**src/rtl/uart_param_receiver_pkg.sv**
```systemverilog
// Shared UART receiver definitions: FSM state encodings, parity modes and
// the expected-parity helper used by the receiver datapath.
package uart_param_receiver_pkg;

  typedef enum logic [2:0] {
    ST_IDLE       = 3'd0,
    ST_START_BIT  = 3'd1,
    ST_DATA_BITS  = 3'd2,
    ST_PARITY_BIT = 3'd3,
    ST_STOP_BITS  = 3'd4,
    ST_BREAK_WAIT = 3'd5
  } uart_state_e;

  localparam int PARITY_NONE = 0;
  localparam int PARITY_EVEN = 1;
  localparam int PARITY_ODD  = 2;

  // Value the parity bit must carry for a given XOR of the data bits.
  function automatic logic parity_bit(input logic data_xor, input int mode);
    return (mode == PARITY_ODD) ? ~data_xor : data_xor;
  endfunction

endpackage

```
**src/rtl/uart_param_receiver_line_conditioner.sv**
```systemverilog
// Rx line conditioner: two-flop synchroniser plus a saturating count of
// consecutive high samples, used to qualify start edges.
module uart_line_conditioner #(
  parameter int OVERSAMPLE = 16
) (
  input  logic clk,
  input  logic rst,
  input  logic line_i,
  output logic in_sample_o,
  output logic hold_ok_o
);

  localparam int HOLD_MAX = OVERSAMPLE / 4;
  localparam int HW       = $clog2(HOLD_MAX + 1);
  localparam logic [HW-1:0] HOLD_SAT = HW'(HOLD_MAX);

  logic          sync1_q, sync2_q;
  logic [HW-1:0] hold_q, hold_d;

  // Count high samples, restart on a low one, stick at the threshold.
  always_comb begin
    hold_d = hold_q;
    if (!sync2_q) begin
      hold_d = '0;
    end else if (hold_q != HOLD_SAT) begin
      hold_d = hold_q + 1'b1;
    end
  end

  // Synchroniser and hold counter; reset looks like a long-idle line.
  always_ff @(posedge clk or posedge rst) begin
    if (rst) begin
      sync1_q <= 1'b1;
      sync2_q <= 1'b1;
      hold_q  <= HOLD_SAT;
    end else begin
      sync1_q <= line_i;
      sync2_q <= sync1_q;
      hold_q  <= hold_d;
    end
  end

  assign in_sample_o = sync2_q;
  assign hold_ok_o   = (hold_q == HOLD_SAT);

endmodule

```
**src/rtl/uart_param_receiver.sv**
```systemverilog
// Parameterised oversampling UART receiver with a one-entry output buffer.
// Status outputs are registered one-clock pulses.
module uart_param_receiver
  import uart_param_receiver_pkg::*;
#(
  parameter int DATA_BITS  = 8,
  parameter int PARITY     = 0,
  parameter int STOP_BITS  = 1,
  parameter int OVERSAMPLE = 16
) (
  input  logic                 clk,
  input  logic                 rst,
  input  logic                 en,
  input  logic                 in,
  input  logic                 out_ready,
  output logic                 busy,
  output logic                 done,
  output logic                 err,
  output logic                 parity_err,
  output logic                 overrun,
  output logic                 out_valid,
  output logic [DATA_BITS-1:0] out
);

  localparam int TW = $clog2(OVERSAMPLE);
  localparam int BW = $clog2(DATA_BITS + 1);
  localparam logic [TW-1:0] TICK_START_END = TW'(OVERSAMPLE / 2 - 1);
  localparam logic [TW-1:0] TICK_LAST      = TW'(OVERSAMPLE - 1);
  localparam logic [BW-1:0] BIT_LAST       = BW'(DATA_BITS - 1);
  localparam logic [BW-1:0] STOP_LAST      = BW'(STOP_BITS - 1);

  logic in_sample, hold_ok;

  uart_line_conditioner #(
    .OVERSAMPLE(OVERSAMPLE)
  ) u_cond (
    .clk        (clk),
    .rst        (rst),
    .line_i     (in),
    .in_sample_o(in_sample),
    .hold_ok_o  (hold_ok)
  );

  uart_state_e          state_q, state_d;
  logic [TW-1:0]        tick_q, tick_d;
  logic [BW-1:0]        bit_q, bit_d;
  logic [DATA_BITS-1:0] shift_q, shift_d;
  logic                 par_bad_q, par_bad_d;
  logic                 busy_q, busy_d;
  logic                 done_q, done_d;
  logic                 err_q, err_d;
  logic                 perr_q, perr_d;
  logic                 ovr_q, ovr_d;
  logic [DATA_BITS-1:0] out_q, out_d;
  logic                 out_valid_q, out_valid_d;
  logic                 frame_good;
  logic                 consume;

  assign consume = out_valid_q & out_ready;

  // Frame FSM: start qualification, mid-bit sampling, parity and stop checks.
  always_comb begin
    state_d    = state_q;
    tick_d     = tick_q;
    bit_d      = bit_q;
    shift_d    = shift_q;
    par_bad_d  = par_bad_q;
    busy_d     = busy_q;
    err_d      = 1'b0;
    perr_d     = 1'b0;
    frame_good = 1'b0;
    case (state_q)
      ST_IDLE, ST_BREAK_WAIT: begin
        tick_d = '0;
        bit_d  = '0;
        busy_d = 1'b0;
        // Leaving BREAK_WAIT acts as IDLE on the same tick, so a start edge
        // that arrives exactly when the line has recovered is not lost.
        if (state_q == ST_IDLE || hold_ok) begin
          state_d = ST_IDLE;
          if (!in_sample) begin
            if (hold_ok) begin
              state_d   = ST_START_BIT;
              tick_d    = TW'(1);
              par_bad_d = 1'b0;
            end else begin
              err_d = 1'b1;
            end
          end
        end
      end
      ST_START_BIT: begin
        if (in_sample) begin
          err_d   = 1'b1;
          state_d = ST_IDLE;
          tick_d  = '0;
        end else if (tick_q == TICK_START_END) begin
          state_d = ST_DATA_BITS;
          tick_d  = '0;
          bit_d   = '0;
          busy_d  = 1'b1;
        end else begin
          tick_d = tick_q + 1'b1;
        end
      end
      ST_DATA_BITS: begin
        tick_d = tick_q + 1'b1;
        if (tick_q == TICK_LAST) begin
          shift_d = {in_sample, shift_q[DATA_BITS-1:1]};
          if (bit_q == BIT_LAST) begin
            bit_d   = '0;
            state_d = (PARITY != PARITY_NONE) ? ST_PARITY_BIT : ST_STOP_BITS;
          end else begin
            bit_d = bit_q + 1'b1;
          end
        end
      end
      ST_PARITY_BIT: begin
        tick_d = tick_q + 1'b1;
        if (tick_q == TICK_LAST) begin
          par_bad_d = (in_sample != parity_bit(^shift_q, PARITY));
          state_d   = ST_STOP_BITS;
          bit_d     = '0;
        end
      end
      ST_STOP_BITS: begin
        tick_d = tick_q + 1'b1;
        if (tick_q == TICK_LAST) begin
          if (!in_sample) begin
            err_d   = 1'b1;
            busy_d  = 1'b0;
            state_d = ST_BREAK_WAIT;
            tick_d  = '0;
            bit_d   = '0;
          end else if (bit_q == STOP_LAST) begin
            busy_d  = 1'b0;
            state_d = ST_IDLE;
            tick_d  = '0;
            bit_d   = '0;
            if (par_bad_q) begin
              perr_d = 1'b1;
            end else begin
              frame_good = 1'b1;
            end
          end else begin
            bit_d = bit_q + 1'b1;
          end
        end
      end
      default: begin
        state_d = ST_IDLE;
        tick_d  = '0;
        bit_d   = '0;
        busy_d  = 1'b0;
      end
    endcase
    if (!en) begin
      state_d    = ST_IDLE;
      tick_d     = '0;
      bit_d      = '0;
      busy_d     = 1'b0;
      err_d      = 1'b0;
      perr_d     = 1'b0;
      frame_good = 1'b0;
    end
  end

  // Output buffer: load on a good frame if empty (or emptying), else overrun.
  always_comb begin
    out_d       = out_q;
    out_valid_d = out_valid_q;
    ovr_d       = 1'b0;
    done_d      = frame_good;
    if (en) begin
      if (frame_good) begin
        if (!out_valid_q || consume) begin
          out_d       = shift_q;
          out_valid_d = 1'b1;
        end else begin
          ovr_d = 1'b1;
        end
      end else if (consume) begin
        out_valid_d = 1'b0;
      end
    end
  end

  // Control and output registers.
  always_ff @(posedge clk or posedge rst) begin
    if (rst) begin
      state_q     <= ST_IDLE;
      tick_q      <= '0;
      bit_q       <= '0;
      par_bad_q   <= 1'b0;
      busy_q      <= 1'b0;
      done_q      <= 1'b0;
      err_q       <= 1'b0;
      perr_q      <= 1'b0;
      ovr_q       <= 1'b0;
      out_q       <= '0;
      out_valid_q <= 1'b0;
    end else begin
      state_q     <= state_d;
      tick_q      <= tick_d;
      bit_q       <= bit_d;
      par_bad_q   <= par_bad_d;
      busy_q      <= busy_d;
      done_q      <= done_d;
      err_q       <= err_d;
      perr_q      <= perr_d;
      ovr_q       <= ovr_d;
      out_q       <= out_d;
      out_valid_q <= out_valid_d;
    end
  end

  // Receive shift register holds frame data only and needs no reset.
  always_ff @(posedge clk) begin
    shift_q <= shift_d;
  end

  assign busy       = busy_q;
  assign done       = done_q;
  assign err        = err_q;
  assign parity_err = perr_q;
  assign overrun    = ovr_q;
  assign out_valid  = out_valid_q;
  assign out        = out_q;

endmodule
```
**config.mk**
```make
export PLATFORM = sky130hd
export DESIGN_NAME = uart_param_receiver
export DESIGN_NICKNAME = d
export VERILOG_FILES = /design/src/rtl/uart_param_receiver_pkg.sv /design/src/rtl/uart_param_receiver_line_conditioner.sv /design/src/rtl/uart_param_receiver.sv
export SDC_FILE = /design/constraint.sdc
export NUM_CORES = 1
export LEC_CHECK = 0
export BUFFER_PORTS_ARGS = -buffer_cell sky130_fd_sc_hd__buf_2
export CAP_MARGIN = 20
export CORE_MARGIN = 1.5
export CORE_UTILIZATION = 58
export DETAILED_ROUTE_END_ITERATION = 8
export GPL_ROUTABILITY_DRIVEN = 0
export GPL_TIMING_DRIVEN = 1
export PLACE_DENSITY = 0.87
export SLEW_MARGIN = 20
export SYNTH_ARGS = -nofsm -noshare
export SYNTH_HDL_FRONTEND = slang
export SYNTH_HIERARCHICAL = 1
export SYNTH_SLANG_ARGS = --single-unit
```
**constraint.sdc**
```tcl
create_clock -name clk -period 3.09 [get_ports clk]
set_input_delay 0 -clock clk [delete_from_list [all_inputs] [get_ports clk]]
set_output_delay 0 -clock clk [all_outputs]
set_load 0.01 [all_outputs]
```
==> flow_summary.yaml, run 1 <==
cts:
  htreeDepth: 2
  cts_tree: "done"
  cts_setup_buffers: 0
  clockRootBuffer: "clkbuf_4"
  cts.sinks: 39
  cts_buffer_depth: 2
  cts_hold_buf: 4
  clk_latency_ns: 0.34
  ctsResizeCount: 0
  cts_made_buffers: 5
  clk_pin_slew_worst_paths_ns: 0.12
yosys:
  yosys_warnings: 6
  synth_common_cells: "dfrtp_1, nand2_1, inv_1"
  synth_ff_type: "dfrtp_1"
  ys_async_sr_fraction_pct: 79.5
  synth_top_area_share_pct: 36.5
  synth_area_leaders: "dfrtp_1, edfxtp_1, mux2_2"
  synth_nets: 186
  ys_ff_latch: 39
  synth_edf_count: 8
  yosysSeqAreaShare_pct: 53.1
  synth_area_per_cell_um2: 10.9
  synth_most_common_cell: "dfrtp_1"
  syn_area_um2: 1920
  ys_types: 48
  syn_inst: 176
  synth_area_leader_cell: "dfrtp_1"
route:
  drtAntennaViolNets: 0
  wirelength_um: 3570
  via_count: 1455
  via_per_inst: 5.94
  drc: 0
  first_pass_iters: 4
  wire_per_inst_um: 14.6
  drt_iter0_drc: 57
timing:
  hold_slack_ns: 0.0982
  post-route-period-util_pct: 81.5
  fin_crit_ns: 2.52
  setup_tns_ns: 0
  setup_viol: 0
  rsz0062_at_grt: "no"
  fmax_mhz: 397
  relSlewSlack_pct: 61.9
  skew_ns: 0.0138
  hold_viol_final: 0
  worst_pin_slew_ns: 0.570
  slew_violations: 0
critical_path:
  arrival_ns: 2.74
  crit_required_ns: 3.31
  worstPathMaxFanout: 11
  slowest_delay_ns: 0.58
  r2r_cells: 4
  cp_slowest_cell: "dfrtp_1"
  cp-end-kind: "register"
  crit_type: "reg2reg"
  path_cells: "or3b_1 > or4_4 > nor3_4 > mux2_2"
  critPathLaunchType: "register"
  path_delay_family: "simple AND/OR/NAND/NOR gates"
  path_buf_inv: 0
  path_depth: 4
floorplan:
  die_w_um: 60.6
  die-area_um2: 3670
  num_rows: 20
  initial_utilization_pct: 61.9
  die_h_um: 60.6
  coreArea_um2: 3100
  ioPinCount: 19
power_and_ir_drop:
  p_int_uw: 748
  power_density_nw_per_um2: 458
  sw_frac_of_total_pct: 24.9
  total_leakage_power_uw: 0.000999
  p_switching_uw: 247
  combinationalPowerShare_pct: 9.2
  ir_worst_vdd_v: 0.000245
  seqPwrFrac_pct: 55.8
  p_total_uw: 995
  clkPwrFrac_pct: 35.1
run:
  drv_cap: 0
global_route:
  overflow: 0
  grt_use_total_pct: 21.7
  grt_pass1_wl_um: 5930
  grt_pass1_vias: 1381
  grt_max_degree: 27
  antenna_found_initial: 0
final_layout:
  drive_gt1_share_pct: 23.4
  diodes: 0
  area_growth_pct: 13.1
  final_cell_area_um2: 2170
  fillers: 235
  nets: 210
  seq_area_um2: 1020
  multiInputGateArea_um2: 835
placed_design:
  dp.final_hpwl_um: 2450
  port_buffers: 18
  dpl_cell_area_um2: 2050
worst_hold_path:
  hold_class: "in2async"
outcome:
  outcome: "finished clean"
## registers in the layout (all words and copies together) (netlist names)
| register | cells |
|---|---|
| u_cond/hold_q | 3 |
| u_cond/sync1_q | 1 |
| u_cond/in_sample_o | 1 |
| shift_q | 8 |
| par_bad_q | 1 |
| state_q | 3 |
| out | 8 |
| overrun | 1 |
| tick_q | 4 |
| done | 1 |
| busy | 1 |
| parity_err | 1 |
| bit_q | 4 |
| out_valid | 1 |
| err | 1 |
## worst paths after layout
path	from	to	slack, ns
max reg2reg	state_q[2]	out[0]	0.57
min	rst	u_cond/hold_q[0]	0.1
max	state_q[2]	out[0]	0.57
max in group asynchronous	rst	done	2.44
min in group clk	in	u_cond/sync1_q	0.29
min reg2reg	u_cond/sync1_q	u_cond/in_sample_o	0.37
## cell type report
cell class	count	share of cell area (%)
inverters	11	1.90
clock inverters	3	2.19
clock buffers	5	1.73
well taps	44	2.53
repair buffers	23	6.33
multi-input cells	120	38.4
flip-flops and latches	39	46.9
## through the flow
stage          std cells  utilization, %  setup WS, ns
6_report             245            70.0         0.572
5_1_grt              245            70.0         0.466
4_1_cts              245            70.0         0.581
3_5_place_dp         233            66.0         0.614
3_3_place_gp         233            66.0         0.728
2_1_floorplan        176               -         0.816
## logic make-up after synthesis
kind of cell / after synthesis / share of synthesized area (%)
AO/OA/AOI/OAI: 29 / 10.7
XOR/XNOR: 11 / 5.01
adder cells (fa/ha/maj): 6 / 3.78
buffers and inverters: 17 / 3.52
flip-flops: 39 / 53.1
multiplexers: 8 / 4.69
AND/OR/NAND/NOR: 66 / 19.3
## worst register-to-register path, stage by stage (launching register included)
cell and delay, ns:
dfrtp_1 0.58, or3b_1 0.52, or4_4 0.54, nor3_4 0.37, mux2_2 0.39
## power by group through the flow
stage / combinational [uW] / sequential (uW) / clock, uW
global placement: 81.5 / 563 / 0
CTS: 90.6 / 554 / 352
global route: 104 / 557 / 378
detailed placement: 86.2 / 564 / 0
floorplan: 75.8 / 554 / 0
finish: 91.2 / 555 / 349
## metal layers
layer  global-route usage (%)  wire (um)  vias to the layer above
li1                         -          -                      670
met1                     27.3       1550                      722
met2                     36.4       1760                       54
met3                     4.69        212                        9
met4                     8.70         59                        0
met5                        0          0                        -
## cells in the final DEF, fill, tap and decap left out, types with 3 or more instances in the layout
cell type / Yosys / final
nand2_1: 16 / 16
dfrtp_1: 28 / 28
inv_1: 11 / 10
clkbuf_4: 0 / 5
mux2_2: 8 / 8
xnor2_1: 9 / 9
nor2_1: 10 / 10
nor2b_1: 6 / 6
ha_1: 5 / 5
dlygate4sd3_1: 0 / 4
dfstp_2: 3 / 3
buf_2: 3 / 18
nand2b_1: 3 / 3
a21oi_1: 3 / 3
edfxtp_1: 8 / 8
o21ai_0: 6 / 6
nand3_1: 10 / 10
(Power assumes the default switching activity.)
==> inputs of run 2 (changes only) <==
- CORE_UTILIZATION: 58 -> 52
- PLACE_DENSITY: 0.87 -> 0.83
- clock period: 3.09 -> 2.05 ns (I/O delays scaled with it)
==> run 2 against run 1 <==
Net effect:
- the flow now finishes with violations (setup timing)
- via count rose by 4.5%
- count of clock-buffer cells in the layout unchanged
- combinational power increased by 96%
- global-route usage up 1.3 points
- critical path depth up 3
- first-iteration DRC count grew 30%
- sequential power rose by 48%
- register-to-register slack worse by 0.66 ns
- hold slack got worse by 0.044 ns
- cell area grew 13%
- critical path type unchanged
- critical endpoint is now out[2]
- largest cell class unchanged
- largest power group unchanged
- highest routed layer unchanged
==> flow_summary.yaml, run 2 (synthesis results as in run 1) <==
cts:
  cts_tree: "done"
  clk_latency_ns: 0.29
  cts_buffer_depth: 2
  cts_made_buffers: 5
  htreeDepth: 2
  clockRootBuffer: "clkbuf_8"
  clk_pin_slew_worst_paths_ns: 0.08
  cts.sinks: 39
power_and_ir_drop:
  power_density_nw_per_um2: 676
  ir_worst_vdd_v: 0.000577
  total_leakage_power_uw: 0.00113
outcome:
  outcome: "finished with violations"
  violations: "setup timing"
final_layout:
  nets: 229
  final_cell_mix: "dfrtp_1, buf_4, buf_2"
  layout_commonest_cell: "dfrtp_1"
  drive_gt1_share_pct: 34.1
  area_growth_pct: 27.3
  diodes: 0
floorplan:
  num_rows: 21
  die-area_um2: 4070
  initial_utilization_pct: 55.8
  die_w_um: 63.8
  ioPinCount: 19
  die_h_um: 63.8
  coreArea_um2: 3440
route:
  drc: 0
  drtAntennaViolNets: 0
  via_count: 1521
  wire_per_inst_um: 15.7
  wirelength_um: 4170
  first_pass_iters: 4
  drt_iter0_drc: 74
  via_per_inst: 5.72
timing:
  relSlewSlack_pct: 72.2
  worst_pin_slew_ns: 0.412
  fmax_mhz: 468
  fin_ws_ns: -0.0868
  fin_crit_ns: 2.14
  post-route-period-util_pct: 104
  slew_violations: 0
  skew_ns: 0.00769
  hold_viol_final: 0
  setup_tns_ns: -0.660
  setup_viol: 9
  rsz0062_at_grt: "yes"
critical_path:
  crit_required_ns: 2.23
  worstPathMaxFanout: 8
  cp-end-kind: "register"
  arrival_ns: 2.32
  r2r_cells: 7
  critPathLaunchType: "register"
  crit_type: "reg2reg"
global_route:
  met2_usage_pct: 38.8
  antenna_found_initial: 0
  gr-usage-met3_pct: 5.63
  overflow: 0
  busiest_layer: "met2"
  grt_pass1_vias: 1560
  grt_use_total_pct: 22.9
  grt_max_degree: 27
  grt_pass1_wl_um: 7160
  met1_usage_pct: 28.6
worst_hold_path:
  hold_depth: 2
  hold_class: "in2reg"
placed_design:
  dp.final_hpwl_um: 2790
  preCtsSetupSlack_ns: -0.244
  port_buffers: 18
run:
  drv_cap: 0
run 2: changes by cell type in the layout (fill, tap and decap cells not counted), sizes merged:
cell / before / now
buf: 19 / 39
dlygate4sd3: 4 / 3
run 2: where the power goes:
group | internal (uW) | switching, uW
Clock | 369 | 280
Sequential | 808 | 16.0
Combinational | 76.5 | 103
run 2: layer usage:
| layer | routed length, um | part of all wire (%) |
|---|---|---|
| met4 | 42 | 1.0 |
| met1 | 1750 | 42 |
| met5 | 0 | 0 |
| met2 | 2200 | 53 |
| met3 | 176 | 4.2 |
run 2: area by class of cell:
cell class	count	area (um^2)
clock buffers	5	68.8
flip-flops and latches	39	1020
well taps	46	57.6
clock inverters	3	47.5
fillers	240	996
repair buffers	42	294
inverters	11	41.3
multi-input cells	120	917
run 2: per-stage QoR:
| step | instance area, um^2 | std cells | util [%] | total power, uW | hold WS, ns |
|---|---|---|---|---|---|
| final | 2450 | 266 | 71.1 | 1650 | 0.0539 |
| after detailed placement | 2190 | 252 | 63.7 | 1010 | -0.0846 |
| after floorplan | 1920 | 176 | - | 950 | -0.224 |
| after global placement | 2190 | 252 | 63.7 | 993 | -0.0919 |
| after global routing | 2450 | 266 | 71.1 | 1730 | 0.0411 |
| after CTS | 2410 | 265 | 70.0 | 1660 | 0.0371 |
run 2: repair_timing:
item	4_1_cts	5_1_grt
gates resized for setup	15	5
hold buffers	3	0
endpoints found under the setup margin	11	14
pin swaps	4	1
hold endpoints to repair	33	0
buffers inserted	2	1
run 2: critical path: stages (launching register included):
cell     delay [ns]
dfrtp_1        0.39
inv_2          0.08
ha_4           0.13
or3b_4         0.37
or4_4          0.43
nor3_4         0.17
buf_12         0.16
mux2_4         0.30
run 2: path summary, 6_finish.rpt:
| path | startpoint | slack, ns | to |
|---|---|---|---|
| max | bit_q[1] | -0.09 | out[2] |
| min | en | 0.05 | state_q[2] |
| max reg2reg | bit_q[1] | -0.09 | out[2] |
| min reg2reg | u_cond/sync1_q | 0.36 | u_cond/in_sample_o |
| max in group asynchronous | rst | 1.47 | done |
| min in group asynchronous | rst | 0.15 | u_cond/hold_q[1] |
==> inputs of run 3 (changes only) <==
- CORE_UTILIZATION: 52 -> 58
- PLACE_DENSITY: 0.83 -> 0.87
- clock period: 2.05 -> 2.3 ns (I/O delays scaled with it)
==> run 3 against run 2 <==
Net effect:
- the flow now finishes without violations
- fmax fell by 2.0%
- core utilization rose by 2.0 points
- hold slack improved by 0.047 ns
- die area fell by 9.9%
- sequential power fell by 11%
- global-route usage barely moved
- clock power fell by 31%
- cell count fell by 3.8%
- via count fell by 4.4%
- critical endpoint is now state_q[2]
==> flow_summary.yaml, run 3 (synthesis results as in run 1) <==
outcome:
  outcome: "finished clean"
placed_design:
  dp.final_hpwl_um: 2670
  dp.cells: 242
  dpl_cell_area_um2: 2120
  port_buffers: 18
floorplan:
  ioPinCount: 19
  coreArea_um2: 3100
  initial_utilization_pct: 61.9
  die_h_um: 60.6
  die-area_um2: 3670
  num_rows: 20
  die_w_um: 60.6
cts:
  clk_latency_ns: 0.34
  htreeDepth: 2
  cts_made_buffers: 5
  cts.sinks: 39
  cts_tree: "done"
  cts_buffer_depth: 2
  clockRootBuffer: "clkbuf_4"
  clk_pin_slew_worst_paths_ns: 0.11
final_layout:
  layout_commonest_cell: "dfrtp_1"
  multiInputGateArea_um2: 837
  final_cell_area_um2: 2270
  nets: 221
  final_cell_mix: "dfrtp_1, buf_2, nand2_1"
  stdcell_count: 256
  drive_gt1_share_pct: 27.4
  seq_area_um2: 1020
  diodes: 0
  fillers: 232
  area_growth_pct: 17.9
power_and_ir_drop:
  p_switching_uw: 321
  seqPwrFrac_pct: 55.3
  p_total_uw: 1330
  p_int_uw: 1010
  ir_worst_vdd_v: 0.000395
  sw_frac_of_total_pct: 24.1
  clkPwrFrac_pct: 33.9
  combinationalPowerShare_pct: 10.8
  power_density_nw_per_um2: 587
  total_leakage_power_uw: 0.00105
critical_path:
  critPathLaunchType: "register"
  r2r_cells: 7
  cp-end-kind: "register"
  worstPathMaxFanout: 6
  crit_required_ns: 2.53
  startpoint: "bit_q[0]"
  crit_type: "reg2reg"
  timing.rr.start: "bit_q[0]"
  arrival_ns: 2.41
route:
  via_count: 1454
  drtAntennaViolNets: 0
  drt_iter0_drc: 52
  via_per_inst: 5.68
  wire_per_inst_um: 14.2
  wirelength_um: 3650
  drc: 0
  first_pass_iters: 4
worst_hold_path:
  hold_class: "in2async"
timing:
  hold_slack_ns: 0.101
  fin_crit_ns: 2.18
  rsz0062_at_grt: "no"
  skew_ns: 0.0117
  fmax_mhz: 459
  post-route-period-util_pct: 94.8
  worst_pin_slew_ns: 0.907
  relSlewSlack_pct: 39.2
  slew_violations: 0
  setup_viol: 0
  setup_tns_ns: 0
  hold_viol_final: 0
run:
  drv_cap: 0
global_route:
  grt_use_total_pct: 22.9
  grt_pass1_wl_um: 6120
  overflow: 0
  grt_pass1_vias: 1420
  grt_max_degree: 27
  antenna_found_initial: 0
==> run 3: cell types whose count changed in the layout (fill, tap and decap cells not counted), moves of 2 or more <==
cell / change
mux2_2: +8
ha_1: +2
clkbuf_4: +5
clkbuf_8: -5
clkinv_1: +2
buf_4: -8
mux2_4: -8
==> run 3: final timing paths <==
| path | to | slack [ns] |
|---|---|---|
| max | state_q[2] | 0.12 |
| min | u_cond/hold_q[0] | 0.10 |
| max reg2reg | state_q[2] | 0.12 |
| min reg2reg | u_cond/in_sample_o | 0.37 |
| max in group asynchronous | bit_q[1] | 1.58 |
| min in group clk | u_cond/sync1_q | 0.29 |
==> run 3: timing repair <==
action / CTS / global route
setup endpoints to repair: 8 / 8
hold buffers: 4 / 0
endpoints found under the hold margin: 36 / 0
resized for setup: 0 / 2
setup buffers: 2 / 0
pin swaps: 1 / 2
==> run 3: cell type report <==
class / count / share of cell area, %
clock buffers: 5 / 1.66
flip-flops and latches: 39 / 45.0
clock inverters: 3 / 1.88
inverters: 11 / 1.82
repair buffers: 34 / 10.3
well taps: 44 / 2.43
multi-input cells: 120 / 36.9
==> run 3: through the flow <==
| step | setup slack (ns) | util [%] |
|---|---|---|
| global route | 0.0355 | 73.0 |
| floorplan | 0.0262 | - |
| detailed placement | -0.0234 | 68.2 |
| finish | 0.119 | 73.0 |
| global placement | 0.0294 | 68.2 |
| CTS | 0.000294 | 72.9 |
==> run 3: worst max-delay path: stages (launching register included) <==
cell and delay (ns):
dfrtp_1 0.41, inv_2 0.06, ha_1 0.12, or3b_4 0.37, buf_4 0.15, a32oi_1 0.26
o2111ai_1 0.28, o311a_1 0.42
==> run 3: routing by layer <==
layer | track usage, % | up-vias | part of all wire (%)
met3 | 5.76 | 6 | 4.4
li1 | - | 695 | -
met4 | 8.07 | 0 | 1.3
met2 | 40.4 | 40 | 51
met1 | 27.2 | 713 | 44
met5 | 0 | - | 0
==> run 3: power groups by stage <==
stage | clock, uW | combinational, uW | sequential [uW]
6_report | 451 | 144 | 735
5_1_grt | 485 | 162 | 737
4_1_cts | 462 | 144 | 734
3_5_place_dp | 0 | 138 | 748
3_3_place_gp | 0 | 130 | 746
2_1_floorplan | 0 | 102 | 745
